$ cat src/rtl/cp0_pkg.sv
// Shared constants for the P7 coprocessor-0: register numbers, SR/Cause field positions,
// exception codes and the handler entry address.
package cp0_pkg;

    localparam logic [4:0] RegCount   = 5'd9;
    localparam logic [4:0] RegCompare = 5'd11;
    localparam logic [4:0] RegSr      = 5'd12;
    localparam logic [4:0] RegCause   = 5'd13;
    localparam logic [4:0] RegEpc     = 5'd14;
    localparam logic [4:0] RegPrid    = 5'd15;

    localparam int unsigned SrImHi  = 15;
    localparam int unsigned SrImLo  = 10;
    localparam int unsigned SrExl   = 1;
    localparam int unsigned SrIe    = 0;

    localparam int unsigned CauseBd    = 31;
    localparam int unsigned CauseIpHi  = 15;
    localparam int unsigned CauseIpLo  = 10;
    localparam int unsigned CauseExcHi = 6;
    localparam int unsigned CauseExcLo = 2;

    typedef enum logic [4:0] {
        ExcInt  = 5'd0,
        ExcAdEL = 5'd4,
        ExcAdES = 5'd5,
        ExcRi   = 5'd10,
        ExcOv   = 5'd12
    } exc_code_e;

    localparam logic [31:0] HandlerEntry = 32'h0000_4180;

endpackage

$ cat src/rtl/cp0_timer.sv
// Count/Compare timer for cp0; only instantiated when CP0_TIMER_EN is defined.
// timer_pend is sticky until Compare is rewritten.
module cp0_timer (
    input  logic        clk,
    input  logic        reset,
    input  logic        we_count,
    input  logic        we_compare,
    input  logic [31:0] din,
    output logic [31:0] count,
    output logic [31:0] compare,
    output logic        timer_pend
);

    always_ff @(posedge clk or posedge reset) begin
        if (reset) begin
            count      <= '0;
            compare    <= '0;
            timer_pend <= 1'b0;
        end else begin
            count <= we_count ? din : count + 32'd1;
            if (we_compare) begin
                compare <= din;
            end
            // A Compare write acknowledges the timer, even on the matching cycle.
            if (we_compare) begin
                timer_pend <= 1'b0;
            end else if ((count == compare) && (compare != 32'd0)) begin
                timer_pend <= 1'b1;
            end
        end
    end

endmodule

$ cat src/rtl/cp0.sv
// Coprocessor-0 beside the M stage: SR/Cause/EPC/PRId, mtc0/mfc0 and IntReq generation.
// Define CP0_TIMER_EN to add Count(9)/Compare(11) and the timer interrupt on IP[15].
module cp0
    import cp0_pkg::*;
#(
    parameter logic [31:0] PRID = 32'h2020_1121
) (
    input  logic        clk,
    input  logic        reset,
    input  logic [4:0]  A1,
    input  logic [4:0]  A2,
    input  logic [31:0] DIn,
    input  logic        WE,
    input  logic [29:0] PC,
    input  logic        BD_in,
    input  logic [4:0]  ExcCodeIn,
    input  logic [5:0]  HWInt,
    input  logic        EXLClr,
    output logic        IntReq,
    output logic [29:0] EPC,
    output logic [31:0] DOut
);

    logic [5:0]  im_q;
    logic        exl_q;
    logic        ie_q;
    logic        bd_q;
    logic [5:0]  ip_q;
    logic [4:0]  exc_q;
    logic [29:0] epc_q;

    logic [5:0]  ip_next;
    logic        int_pend;
    logic        exc_pend;
    logic        wr_sr;
    logic        wr_epc;

`ifdef CP0_TIMER_EN
    logic [31:0] count;
    logic [31:0] compare;
    logic        timer_pend;
    logic        wr_count;
    logic        wr_compare;

    assign wr_count   = WE && (A2 == RegCount) && !IntReq;
    assign wr_compare = WE && (A2 == RegCompare) && !IntReq;

    cp0_timer u_timer (
        .clk        (clk),
        .reset      (reset),
        .we_count   (wr_count),
        .we_compare (wr_compare),
        .din        (DIn),
        .count      (count),
        .compare    (compare),
        .timer_pend (timer_pend)
    );

    assign ip_next = {HWInt[5] | timer_pend, HWInt[4:0]};
`else
    assign ip_next = HWInt;
`endif

    assign int_pend = (|(ip_next & im_q)) & ie_q & !exl_q;
    assign exc_pend = (ExcCodeIn != 5'd0) & !exl_q;
    assign IntReq   = int_pend | exc_pend;

    // An instruction that traps is squashed, so its mtc0 must not land.
    assign wr_sr  = WE && (A2 == RegSr) && !IntReq;
    assign wr_epc = WE && (A2 == RegEpc) && !IntReq;

    always_ff @(posedge clk or posedge reset) begin
        if (reset) begin
            im_q  <= '0;
            exl_q <= 1'b0;
            ie_q  <= 1'b0;
            bd_q  <= 1'b0;
            ip_q  <= '0;
            exc_q <= '0;
            epc_q <= '0;
        end else begin
            ip_q <= ip_next;
            if (IntReq) begin
                exl_q <= 1'b1;
                bd_q  <= BD_in;
                exc_q <= int_pend ? 5'(ExcInt) : ExcCodeIn;
                epc_q <= BD_in ? PC - 30'd1 : PC;
            end else begin
                if (wr_sr) begin
                    im_q  <= DIn[SrImHi:SrImLo];
                    exl_q <= DIn[SrExl];
                    ie_q  <= DIn[SrIe];
                end else if (EXLClr) begin
                    exl_q <= 1'b0;
                end
                if (wr_epc) begin
                    epc_q <= DIn[31:2];
                end
            end
        end
    end

    assign EPC = epc_q;

    always_comb begin
        DOut = '0;
        case (A1)
            RegSr: begin
                DOut[SrImHi:SrImLo] = im_q;
                DOut[SrExl]         = exl_q;
                DOut[SrIe]          = ie_q;
            end
            RegCause: begin
                DOut[CauseBd]               = bd_q;
                DOut[CauseIpHi:CauseIpLo]   = ip_q;
                DOut[CauseExcHi:CauseExcLo] = exc_q;
            end
            RegEpc:     DOut = {epc_q, 2'b00};
            RegPrid:    DOut = PRID;
`ifdef CP0_TIMER_EN
            RegCount:   DOut = count;
            RegCompare: DOut = compare;
`endif
            default:    DOut = '0;
        endcase
    end

endmodule

$ cat config.mk
export PLATFORM = sky130hd
export DESIGN_NAME = cp0
export DESIGN_NICKNAME = d
export VERILOG_FILES = /design/src/rtl/cp0_pkg.sv /design/src/rtl/cp0_timer.sv /design/src/rtl/cp0.sv
export SDC_FILE = /design/constraint.sdc
export NUM_CORES = 1
export LEC_CHECK = 0
export CAP_MARGIN = 20
export CORE_MARGIN = 2
export CORE_UTILIZATION = 38
export DETAILED_ROUTE_END_ITERATION = 8
export GPL_TIMING_DRIVEN = 0
export PLACE_DENSITY = 0.82
export SYNTH_ARGS = -nofsm -noshare
export SYNTH_HDL_FRONTEND = slang
export SYNTH_SLANG_ARGS = --single-unit
$ cat constraint.sdc
create_clock -name clk -period 1.95 [get_ports clk]
set_input_delay 0.39 -clock clk [delete_from_list [all_inputs] [get_ports clk]]
set_output_delay 0.39 -clock clk [all_outputs]
set_load 0.02 [all_outputs]
==> metrics.md <==
| Metric | Value |
|---|---|
| Status | `finished, violations left` |
| Failing checks | `setup timing` |
| Share of layout cells above drive strength 1 | `26.7%` |
| Total congestion overflow | `0` |
| Core outline area | `0.00822 mm2` |
| Hold Path Class | `in2reg` |
| Slew headroom | `72.4%` |
| Yosys cell types | `46` |
| Pwr Total | `0.00530 W` |
| Data required, critical path | `1.56 ns` |
| Sequential area share after synthesis | `38.7%` |
| Sequential Power Share | `34.9%` |
| CP max FO | `3` |
| Root Buffer | `clkbuf_8` |
| Clk Latency, worst-skew pair | `about 0.3 ns` |
| Worst R2R Path Depth | `8` |
| Combinational cell fraction of total power | `51.2%` |
| Detailed placement HPWL | `8410 um` |
| Setup TNS | `-2.15 ns` |
| Initial Utilization | `around two fifths` |
| GRT Max-Usage Layer | `met2` |
| Synth area leader | `dfrtp_1` |
| Clock power share | `13.9%` |
| TritonRoute pass-1 iters | `4` |
| Crit path kind | `reg2out` |
| Net switching power | `0.00206 W` |
| Max Freq | `447 MHz` |
| Global Route Usage Sum | `24.3%` |
| Cell count after synthesis | `about 330` |
| CTS Buf Count | `5` |
| Routed WL | `11,300 um` |
| Met3 Track Usage GR | `5.40%` |
| GP Congestion | `0.819` |
| Crit path launch | `im_q[1]$_DFFE_PP0P_` |
| DR vias/cell | `5.25` |
| Clk buf depth | `2` |
| Wire per inst | `18.4 um` |
| Final Hold Vio Count | `0` |
| RSZ-0062 raised after global routing | `true` |
| Clock Pin Slew Worst Setup and Hold Paths | `approximately 0.090 ns` |
| Ys async rst share | `100%` |
| Sink Count | `50` |
| I/O pin total | `151` |
| Die ar. | `0.00925 mm2` |
| Flops & latches, synth | `50` |
| Worst Tran Pin Value | `0.411 ns` |
| Main synth FF type | `dfrtp_1` |
| Largest cells by area after synthesis | `dfrtp_1 (39%), mux2i_1 (16%), xnor2_1 (5.7%), o21ai_0 (3.6%), nor2_1 (3.4%)` |
| First-pass GRT wire length | `17,000 um` |
| Maxcap violations | `0` |
| Initial antenna violation count | `1` |
| Synthesis Warnings | `0` |
| Via count | `3,216` |
| Worst Setup End Kind | `primary output` |
| DRC Markers | `0` |
| Critical R2R Launch | `im_q[1]$_DFFE_PP0P_` |
| Hold endpoint | `ip_q[3]$_DFF_PP0_` |
| Port Buffers | `149` |
| Row count | `33` |
| Largest net degree at the start of global routing | `37` |
| P per Cell Area | `987 mW/mm2` |
| Fill cell count | `680` |
| Fin nets | `594` |
| Worst reg-to-reg setup slack | `-0.28 ns` |
| Vias in the first global route | `3,339` |
| Initial DRC count | `57` |
| Grt met2 use | `about 44%` |
| Die W | `96.2 um` |
| TritonCTS clock tree | `yes` |
| Worst R2R End | `im_q[2]$_DFFE_PP0P_` |
| Multi-input gate area | `around 0.002 mm2` |
| Final Setup Violations | `9` |
| P_int | `0.00325 W` |
| Post-synth EDFFs | `0` |
| Post-detailed-route count of antenna-violating nets | `0` |
| Leakage Power | `2.56 nW` |
| H-tree Lvls | `2` |
| Final period utilization | `115%` |
| Final setup margin | `-0.288 ns` |
| Crit start category | `flip-flop` |
| Post-layout min period | `2.24 ns` |
| WP data arrival | `1.85 ns` |
| Syn nets | `~420` |
| Die height | `96.2 um` |
| Post-Syn Area per Cell | `9.85 um2` |
| Slew Viols, Final | `0` |
| Skew final | `~0.0073 ns` |
| Hold Path Cell Cnt | `1` |
| Top cell type's share of synthesized area | `38.7%` |
| Syn-to-layout area delta | `66.4%` |
| VDD IR-drop max | `649 uV` |
| Switching Fraction | `38.8%` |
| Synth Cell Area | `between 0.003 and 0.004 mm2` |
| Sequential cell area | `0.00125 mm2` |
| HP Start | `HWInt[3]` |
| Post-place setup slack | `-1.36 ns` |
| GR Util met1 | `~29%` |
==> per-stage QoR <==
stage               cell area (um2)  hold WS (ns)  cells  utilization (%)
floorplan                      3240         0.421    328                -
global placement               4860         0.497    582             59.2
detailed placement             4880         0.523    583             59.4
CTS                            5250         0.332    610             63.9
global route                   5370         0.330    612             65.4
finish                         5370         0.336    612             65.4
==> Yosys cell counts, types with 2 or more instances <==
cell       n
mux2i_1   52
dfrtp_1   50
nor2_1    29
o21ai_0   23
xnor2_1   21
nand2_1   19
and2_1    15
nor3_1    14
clkbuf_1  10
inv_1      9
mux2_2     9
a21oi_1    7
nand3_1    6
a22oi_1    5
xor2_1     4
a22o_1     3
buf_2      3
nand3b_1   3
nor2b_1    3
nor4_1     3
nor4_4     3
o21a_1     3
or3_1      3
buf_1      2
nand2b_1   2
nand4_1    2
nand4b_1   2
nor3_2     2
nor4_2     2
or4_1      2
or4_4      2
==> worst max path at each step <==
stage	end	slack, ns	depth (start not counted)
after detailed placement	DOut[7]	-1.36	6
after CTS	IntReq	-0.28	6
after global placement	DOut[22]	-1.31	6
final	IntReq	-0.29	6
after floorplan	ie_q$_DFFE_PP0P_	0.007	7
after global routing	IntReq	-0.33	6
==> state kept, by name, summed over array words and instances, names as in the netlist <==
name / count
bd_q: 1
exc_q: 5
ip_q: 6
ie_q: 1
EPC: 30
im_q: 6
exl_q: 1
==> per-layer routing <==
metal,vias up,wire [um]
li1,1519,-
met1,1574,4440
met2,114,5890
met3,9,842
met4,0,93
met5,-,0
==> placed cells by master, fill, tap and decap left out, types with 11 or more instances in the layout <==
cell             count
nor2_1              27
clkbuf_2            15
dfrtp_1             50
buf_4               20
nand2_1             18
and2_4              11
mux2i_1             52
buf_6               15
o21ai_0             19
dlygate4sd2_1       25
xnor2_1             20
clkdlybuf4s50_1     85
==> power by group through the flow <==
stage,sequential (W),clock (W),combinational [W]
finish,0.00185,0.000737,0.00271
global route,0.00191,0.000796,0.00291
CTS,0.00182,0.000754,0.00268
detailed placement,0.00184,0,0.00249
global placement,0.00181,0,0.00243
floorplan,0.00213,0,0.000933
==> final cells by class <==
class	count	area share (%)
multi-input combinational	252	38.2
buffer	16	3.33
sequential	50	23.3
timing repair buffer	171	30.0
clock inverter	2	0.699
antenna	1	0.0466
tap	105	2.45
clock buffer	6	1.35
inverter	9	0.629
==> worst max-delay path, cell delays in order (launching register included) <==
cell	delay, ns
dfrtp_1	0.41
a22o_1	0.25
o31ai_4	0.35
a31oi_4	0.14
buf_6	0.14
clkbuf_16	0.13
buf_8	0.12
==> repair_timing <==
| action | in CTS | in global routing |
|---|---|---|
| pin swaps | 16 | 13 |
| cloned | 2 | 0 |
| buffers inserted | 17 | 2 |
| hold buffers | 0 | 0 |
| gates resized for setup | 185 | 78 |
| endpoints found under the setup margin | 77 | 71 |
==> logic make-up (layout without fill, tap and decap cells) <==
group,after synthesis,after routing,share of synthesized area (%)
simple gates,119,119,22.7
mux,61,61,19.3
compound gates,46,46,8.60
other cells,0,1,0
xor+xnor,25,25,6.78
fa+ha+maj,1,1,0.387
buf+inv,26,204,3.49
flops,50,50,38.7
Note: power is estimated with default switching activity, not from simulation.
